## config.mk

```make
export PLATFORM = sky130hd
export DESIGN_NAME = seq_gen_tx
export DESIGN_NICKNAME = d
export VERILOG_FILES = /design/src/rtl/seq_gen_tx_pkg.sv /design/src/rtl/seq_bit_counter.sv /design/src/rtl/seq_gen_tx.sv
export SDC_FILE = /design/constraint.sdc
export NUM_CORES = 1
export LEC_CHECK = 0
export BUFFER_PORTS_ARGS = -buffer_cell sky130_fd_sc_hd__buf_2
export CAP_MARGIN = 15
export CORE_MARGIN = 10
export CORE_UTILIZATION = 50
export CTS_CLUSTER_SIZE = 40
export DETAILED_ROUTE_END_ITERATION = 8
export PLACE_DENSITY = 0.8
export SETUP_SLACK_MARGIN = 0.3
export SLEW_MARGIN = 0
export SYNTH_ARGS = -nofsm -noshare
export SYNTH_HDL_FRONTEND = slang
export SYNTH_SLANG_ARGS = --single-unit
```

## constraint.sdc

```tcl
create_clock -name clk -period 2.5 [get_ports clk]
set_input_delay 0.75 -clock clk [delete_from_list [all_inputs] [get_ports clk]]
set_output_delay 0.75 -clock clk [all_outputs]
set_load 0.05 [all_outputs]
```

## src/rtl/seq_gen_tx_pkg.sv

```systemverilog
// Shared definitions for the 1011-framed serial transmitter and its matching Mealy detector.
// Holds the FSM state type, the default sync pattern and a small sizing helper.
package seq_gen_tx_pkg;

  typedef enum logic [1:0] {
    S_IDLE = 2'd0,
    S_SYNC = 2'd1,
    S_DATA = 2'd2,
    S_GAP  = 2'd3
  } state_t;

  localparam int         SEQ_SYNC_W   = 4;
  localparam logic [3:0] SEQ_SYNC_PAT = 4'b1011;

  function automatic int seq_max3(input int a, input int b, input int c);
    int m;
    m = (a > b) ? a : b;
    return (m > c) ? m : c;
  endfunction

endpackage

```

## src/rtl/seq_bit_counter.sv

```systemverilog
// Loadable down-counter with zero flag; load wins over decrement, and it saturates at zero.
// Single-cycle update, no handshake.
module seq_bit_counter #(
  parameter int W = 4
) (
  input  logic         i_clk,
  input  logic         i_rst_n,
  input  logic         i_load,
  input  logic [W-1:0] i_load_val,
  input  logic         i_dec,
  output logic [W-1:0] o_cnt,
  output logic         o_zero
);

  logic [W-1:0] r_cnt;

  always_ff @(posedge i_clk or negedge i_rst_n) begin
    if (!i_rst_n) begin
      r_cnt <= '0;
    end else if (i_load) begin
      r_cnt <= i_load_val;
    end else if (i_dec && (r_cnt != '0)) begin
      r_cnt <= r_cnt - 1'b1;
    end
  end

  assign o_cnt  = r_cnt;
  assign o_zero = (r_cnt == '0);

endmodule

```

## src/rtl/seq_gen_tx.sv

```systemverilog
// Serial frame transmitter: sync pattern, payload MSB first, then GAP forced zeros.
// First sync bit one cycle after capture; in_ready only in IDLE, in_valid ignored while busy.
module seq_gen_tx
  import seq_gen_tx_pkg::*;
#(
  parameter int                DATA_W   = 8,
  parameter int                SYNC_W   = SEQ_SYNC_W,
  parameter logic [SYNC_W-1:0] SYNC_PAT = SYNC_W'(SEQ_SYNC_PAT),
  parameter int                GAP      = 2
) (
  input  logic              clk,
  input  logic              rst,
  input  logic              in_valid,
  input  logic [DATA_W-1:0] in_data,
  output logic              in_ready,
  output logic              out,
  output logic              busy,
  output logic              frame_done
);

  localparam int CNT_W = $clog2(seq_max3(SYNC_W, DATA_W, GAP) + 1);
  localparam logic [CNT_W-1:0] SYNC_LD = CNT_W'(SYNC_W - 1);
  localparam logic [CNT_W-1:0] DATA_LD = CNT_W'(DATA_W - 1);
  localparam logic [CNT_W-1:0] GAP_LD  = (GAP > 0) ? CNT_W'(GAP - 1) : '0;

  state_t              r_state;
  logic [DATA_W-1:0]   r_sh;
  logic [SYNC_W-1:0]   r_sync;
  logic                r_out;
  logic                r_busy;
  logic                r_rdy;
  logic                r_fd;
  logic                w_load;
  logic                w_dec;
  logic [CNT_W-1:0]    w_load_val;
  logic [CNT_W-1:0]    w_cnt;
  logic                w_zero;

  // Counter holds the number of bits still to go in the current state after this one.
  always_comb begin
    w_load     = 1'b0;
    w_dec      = 1'b0;
    w_load_val = '0;
    case (r_state)
      S_IDLE: begin
        w_load     = in_valid;
        w_load_val = SYNC_LD;
      end
      S_SYNC: begin
        w_load     = w_zero;
        w_dec      = !w_zero;
        w_load_val = DATA_LD;
      end
      S_DATA: begin
        w_load     = w_zero;
        w_dec      = !w_zero;
        w_load_val = GAP_LD;
      end
      S_GAP: begin
        w_load = w_zero;
        w_dec  = !w_zero;
      end
      default: w_load = 1'b1;
    endcase
  end

  seq_bit_counter #(.W(CNT_W)) u_cnt (
    .i_clk      (clk),
    .i_rst_n    (rst),
    .i_load     (w_load),
    .i_load_val (w_load_val),
    .i_dec      (w_dec),
    .o_cnt      (w_cnt),
    .o_zero     (w_zero)
  );

  always_ff @(posedge clk or negedge rst) begin
    if (!rst) begin
      r_state <= S_IDLE;
      r_sh    <= '0;
      r_sync  <= '0;
      r_out   <= 1'b0;
      r_busy  <= 1'b0;
      r_rdy   <= 1'b1;
      r_fd    <= 1'b0;
    end else begin
      r_out <= 1'b0;
      r_fd  <= 1'b0;
      case (r_state)
        S_IDLE: begin
          if (in_valid) begin
            r_state <= S_SYNC;
            r_sh    <= in_data;
            r_sync  <= SYNC_PAT << 1;
            r_out   <= SYNC_PAT[SYNC_W-1];
            r_rdy   <= 1'b0;
            r_busy  <= 1'b1;
          end
        end
        S_SYNC: begin
          if (w_zero) begin
            r_state <= S_DATA;
            r_out   <= r_sh[DATA_W-1];
            r_sh    <= r_sh << 1;
            r_fd    <= (GAP == 0) && (DATA_W == 1);
          end else begin
            r_out  <= r_sync[SYNC_W-1];
            r_sync <= r_sync << 1;
          end
        end
        S_DATA: begin
          if (w_zero) begin
            if (GAP > 0) begin
              r_state <= S_GAP;
              r_fd    <= (GAP == 1);
            end else begin
              r_state <= S_IDLE;
              r_rdy   <= 1'b1;
              r_busy  <= 1'b0;
            end
          end else begin
            r_out <= r_sh[DATA_W-1];
            r_sh  <= r_sh << 1;
            r_fd  <= (GAP == 0) && (w_cnt == CNT_W'(1));
          end
        end
        S_GAP: begin
          if (w_zero) begin
            r_state <= S_IDLE;
            r_rdy   <= 1'b1;
            r_busy  <= 1'b0;
          end else begin
            r_fd <= (w_cnt == CNT_W'(1));
          end
        end
        default: begin
          r_state <= S_IDLE;
          r_rdy   <= 1'b1;
          r_busy  <= 1'b0;
        end
      endcase
    end
  end

  assign out        = r_out;
  assign busy       = r_busy;
  assign in_ready   = r_rdy;
  assign frame_done = r_fd;

endmodule

```

Yosys cells after proc, flatten, opt, wreduce, memory -nomap -nowiden
Index checks and enable logic that the tools add are counted.
- word-level logic and storage cells: 62
- output and inout port bits: 4
- bits of input ports: 11
- flip-flop bits (word level): 22
- reduce and logical (&&, ||, !) cells: 14
- muxes and demuxes: 29
- eq/ne operators: 10
- $add $sub $neg: 1
- operators with widths (operator ; number):
    $mux 8 ; 3
    $pmux 8 s3 ; 1
    $mux 4 ; 4
    $ne 2x2->1 const B ; 6
    $mux 1 ; 10
    $pmux 3 s3 ; 1
    $mux 2 ; 4
    $pmux 2 s4 ; 1
    $pmux 4 s2 ; 1
    $reduce_and 4->1 ; 2
    $pmux 1 s2 ; 3
    $reduce_and 3->1 ; 2
    $reduce_bool 2->1 ; 3
    $eq 2x2->1 const B ; 2
    $eq 4x1->1 const B ; 1
    $logic_not 4->1 ; 1
    $reduce_bool 4->1 ; 1
    $sub 4x1->4 const B ; 1
    $pmux 1 s3 ; 1
    $reduce_bool 3->1 ; 1
    $reduce_or 3->1 ; 1
    $eq 2x1->1 const B ; 1
    $logic_not 2->1 ; 1
    $logic_and 1x1->1 ; 1
    $logic_not 1->1 ; 1

Longest topological paths before layout
- depth after elaboration: 6
- depth in mapped cells: 8

Hierarchy
Synthesis repeated with hierarchy kept, for this count alone.
- cells, all modules: 118
- area total of the unflattened synthesis: 1330.0 µm²
- modules (own cells, without submodules) (module ; sequential area each (µm²) ; area an instance (µm²) ; times used ; cells each):
    seq_gen_tx ; 426.7 ; 1059.8 ; 1 ; 91
    seq_bit_counter ; 100.1 ; 270.3 ; 1 ; 27

Worst setup path before layout
OpenSTA, ideal clock, no wires.
- path type: register to register
- from: reg u_cnt.r_cnt[0], in the netlist u_cnt.o_cnt[0]
- to: reg r_sh[4]
- required time: 2427 ps
- arrival time: 1961 ps
- slack: 466 ps
- library setup time: 73 ps
- cell stages (with the launch flop): 9
- path through: dfrtp_1 -> inv_1 -> ha_1 -> or3b_1 -> buf_6 -> a2111oi_4 -> buf_6 -> nor2_1 -> a21oi_2
- word-level cells in the longest chain between the ends: 3
- elaborated cells on any way between the ends: 4
- RTL lines (item ; line ; text):
    start: declaration ; seq_bit_counter.sv:15 ; logic [W-1:0] r_cnt;
    start signal: assignment ; seq_bit_counter.sv:21 ; r_cnt <= i_load_val;
    start signal: assignment ; seq_bit_counter.sv:23 ; r_cnt <= r_cnt - 1'b1;
    $logic_not 4->1 * ; seq_bit_counter.sv:28 ; assign o_zero = (r_cnt == '0);
    $ne 2x2->1 (no source line) ; n/a ;
    $reduce_and 4->1 (no source line) * ; n/a ;
    end signal: assignment ; seq_gen_tx.sv:93 ; r_sh <= in_data;
    end signal: assignment ; seq_gen_tx.sv:104 ; r_sh <= r_sh << 1;
    end signal: assignment ; seq_gen_tx.sv:123 ; r_sh <= r_sh << 1;
    end: declaration ; seq_gen_tx.sv:27 ; logic [DATA_W-1:0] r_sh;
Mark *: on every way between the ends. The rest lies on a longest branch, timed or not.
A chain may end at the register's enable or synchronous reset.

Worst setup path in the final report
- from: reg u_cnt.r_cnt[0], in the netlist u_cnt.o_cnt[0]
- to: reg r_sh[1]
The elaborated chain is that of the path after synthesis.

==> run metrics <==
status=complete, no violations; largest net degree at the start of global routing=22; final hold violations=0; Die ar.=4860 sq um; Num CTS Buffers=3; LEAKAGE=0.612 nW; minimum clock period=2.04 ns; number of synthesis warnings=0; Worst Tran Pin Value=0.858 ns; Synth Instances=123; Synth Cell Area=1230 sq um; Iter 0 DRT Violations=58; Synth area leader=dfrtp_1; CP Launch Type=register; CP endpoint kind=register; Filler Cell Count=208; maximum fanout along the worst path=16; share of cells above drive strength 1=20.4%; total global-route track usage=10.2%; Antenna Nets Post-Route=0; Commonest cells post-synth=dfrtp_1, nor2_1, a21oi_1; H-tree Lvls=1; CTS tree=built; Via density=5.71; DR pass1 iterations=4; core area=2280 sq um; antenna diode count=0; clk root buf=clkbuf_4; critical path arrival=2.28 ns; synth top area cells=dfrtp_1, ha_1, mux2i_1; global placement routability congestion=0.830; clk buf depth=2; Post-synth EDFFs=0; Pwr Density=1530 nW/um^2; setup violation total in the final timing report=0; register area share after synthesis=42.7%; drt drc=0; Max Cap Violations=0; Post-DP Area=1280 sq um; Hold Path Class=input pin to async pin; Mapped Nets=142; WL per Instance=15.1 um; Setup Fix Bufs, Post-CTS=0; maximum VDD drop=1.01 mV; floorplan die height=69.7 um; worst hold margin=0.380 ns; Detailed Place HPWL=1860 um; first-pass GRT wire length=4180 um; Worst Slack Setup Final=0.458 ns; vias in the first global route=876; post-synth cell types=38; max_slew headroom=42.7%; Layout Skew=0.00412 ns; area growth from synthesis to layout=6.79%; Required @ worst endpoint=2.74 ns; max-slew violations=0; Final TNS setup=0 ns; most frequent cell after synthesis=dfrtp_1; detailed-route via count=942; Avg Cell Area, Syn=10.0 sq um; num rows=17; Setup CP Type=register to register; initial antenna violation count=0; Place WS=0.388 ns; clock sinks=21; clock-pin slew on the worst setup and hold paths=0.11 ns; FF/Latch Area=527 sq um; WL final=2490 um; post-route clock period utilization=81.7%; grt ovf=0; multi-input logic area=622 sq um; # IOs=15; Synth top area share=40.5%; port bufs=14; clock latency on the worst-skew pair=0.30 ns; RSZ-0062 raised after global routing=false; cts hold-fix bufs=0; Final Non-Filler Cells=165; Initial Util=54.3%; Post-synth ARST share=100%; Fmax=0.490 GHz; Die X=69.7 um; Inst Count DP=161; Final nets=157; post-route cell area=1320 sq um; Post-synth top flop=dfrtp_1; FF+latch count, synth=21
==> where the power goes <==
part           leakage, nW  internal, mW  switching (mW)  total, mW
Sequential           0.243         0.511           0.117      0.628
Combinational        0.351         0.526           0.699       1.22
Clock               0.0177        0.0597           0.100      0.160
==> cells in the final DEF, fill, tap and decap left out, drive strengths merged, types with 2 or more instances in the layout <==
cell type,netlist,routed
nor2,18,18
ha,8,8
clkbuf,1,3
dfrtp,20,20
mux2i,7,7
a2bb2oi,2,2
inv,7,7
o22ai,2,2
buf,3,15
a21oi,15,15
nor2b,2,2
o21ai,11,11
nand3,2,2
nor3,3,3
==> worst max-delay path: stages (launching register included) <==
cell and delay, ns:
dfrtp_1 0.42, inv_1 0.10, ha_1 0.24, or3b_4 0.46, a2111oi_4 0.38, buf_6 0.21, nor2_1 0.05, a21oi_1 0.12
==> cells by family (layout without fill, tap and decap cells) <==
family | Yosys count | in the layout | synth area share (%)
multiplexers | 8 | 8 | 6.59
adder cells (fa/ha/maj) | 8 | 8 | 8.11
AO/OA/AOI/OAI | 37 | 37 | 19.9
AND/OR/NAND/NOR | 37 | 37 | 15.6
buffers and inverters | 12 | 26 | 7.19
flip-flops | 21 | 21 | 42.7
==> layer usage <==
metal / up-vias / wire length, um / track usage [%]
met2: 29 / 1220 / 16.4
met4: 0 / 33 / 5.00
li1: 471 / - / -
met1: 438 / 1080 / 12.1
met5: - / 0 / 0
met3: 4 / 154 / 2.71
==> stage by stage <==
| stage | power [mW] | utilization [%] |
|---|---|---|
| detailed placement | 1.83 | 56.5 |
| global route | 2.19 | 57.9 |
| global placement | 1.77 | 56.5 |
| CTS | 2.00 | 57.7 |
| finish | 2.01 | 57.9 |
| floorplan | 1.61 | - |
==> area by class of cell <==
type                    count  share of cell area [%]
multi-input cells          90                    47.2
well taps                  28                    2.66
repair buffers             15                    6.17
clock buffers               3                    1.71
inverters                   7                    1.99
flip-flops and latches     21                    39.9
clock inverters             1                   0.380
==> sequential cells by signal (all words and copies together) (netlist names) <==
register / flops
frame_done: 1
r_state: 2
r_sync: 3
in_ready: 1
r_sh: 8
busy: 1
out: 1
u_cnt.o_cnt: 4
==> path summary, 6_finish.rpt <==
kind | startpoint | to | slack [ns] | cells past startpoint
setup / recovery | u_cnt.o_cnt[0]$_DFFE_PN0P_ | r_sh[1]$_DFFE_PN0P_ | 0.46 | 7
hold / removal | rst | r_sync[1]$_DFFE_PN0P_ | 0.38 | 1
setup reg to reg | u_cnt.o_cnt[0]$_DFFE_PN0P_ | r_sh[1]$_DFFE_PN0P_ | 0.46 | 7
hold reg to reg | r_sh[4]$_DFFE_PN0P_ | r_sh[4]$_DFFE_PN0P_ | 0.54 | 2
max in group asynchronous | rst | in_ready$_DFFE_PN1P_ | 1.78 | 1
min in group clk | r_sh[4]$_DFFE_PN0P_ | r_sh[4]$_DFFE_PN0P_ | 0.54 | 2
==> what timing repair did <==
item,CTS,global route
gates resized for setup,0,2
hold endpoints to repair,0,0
setup endpoints to repair,0,8
(Power assumes the default switching activity.)
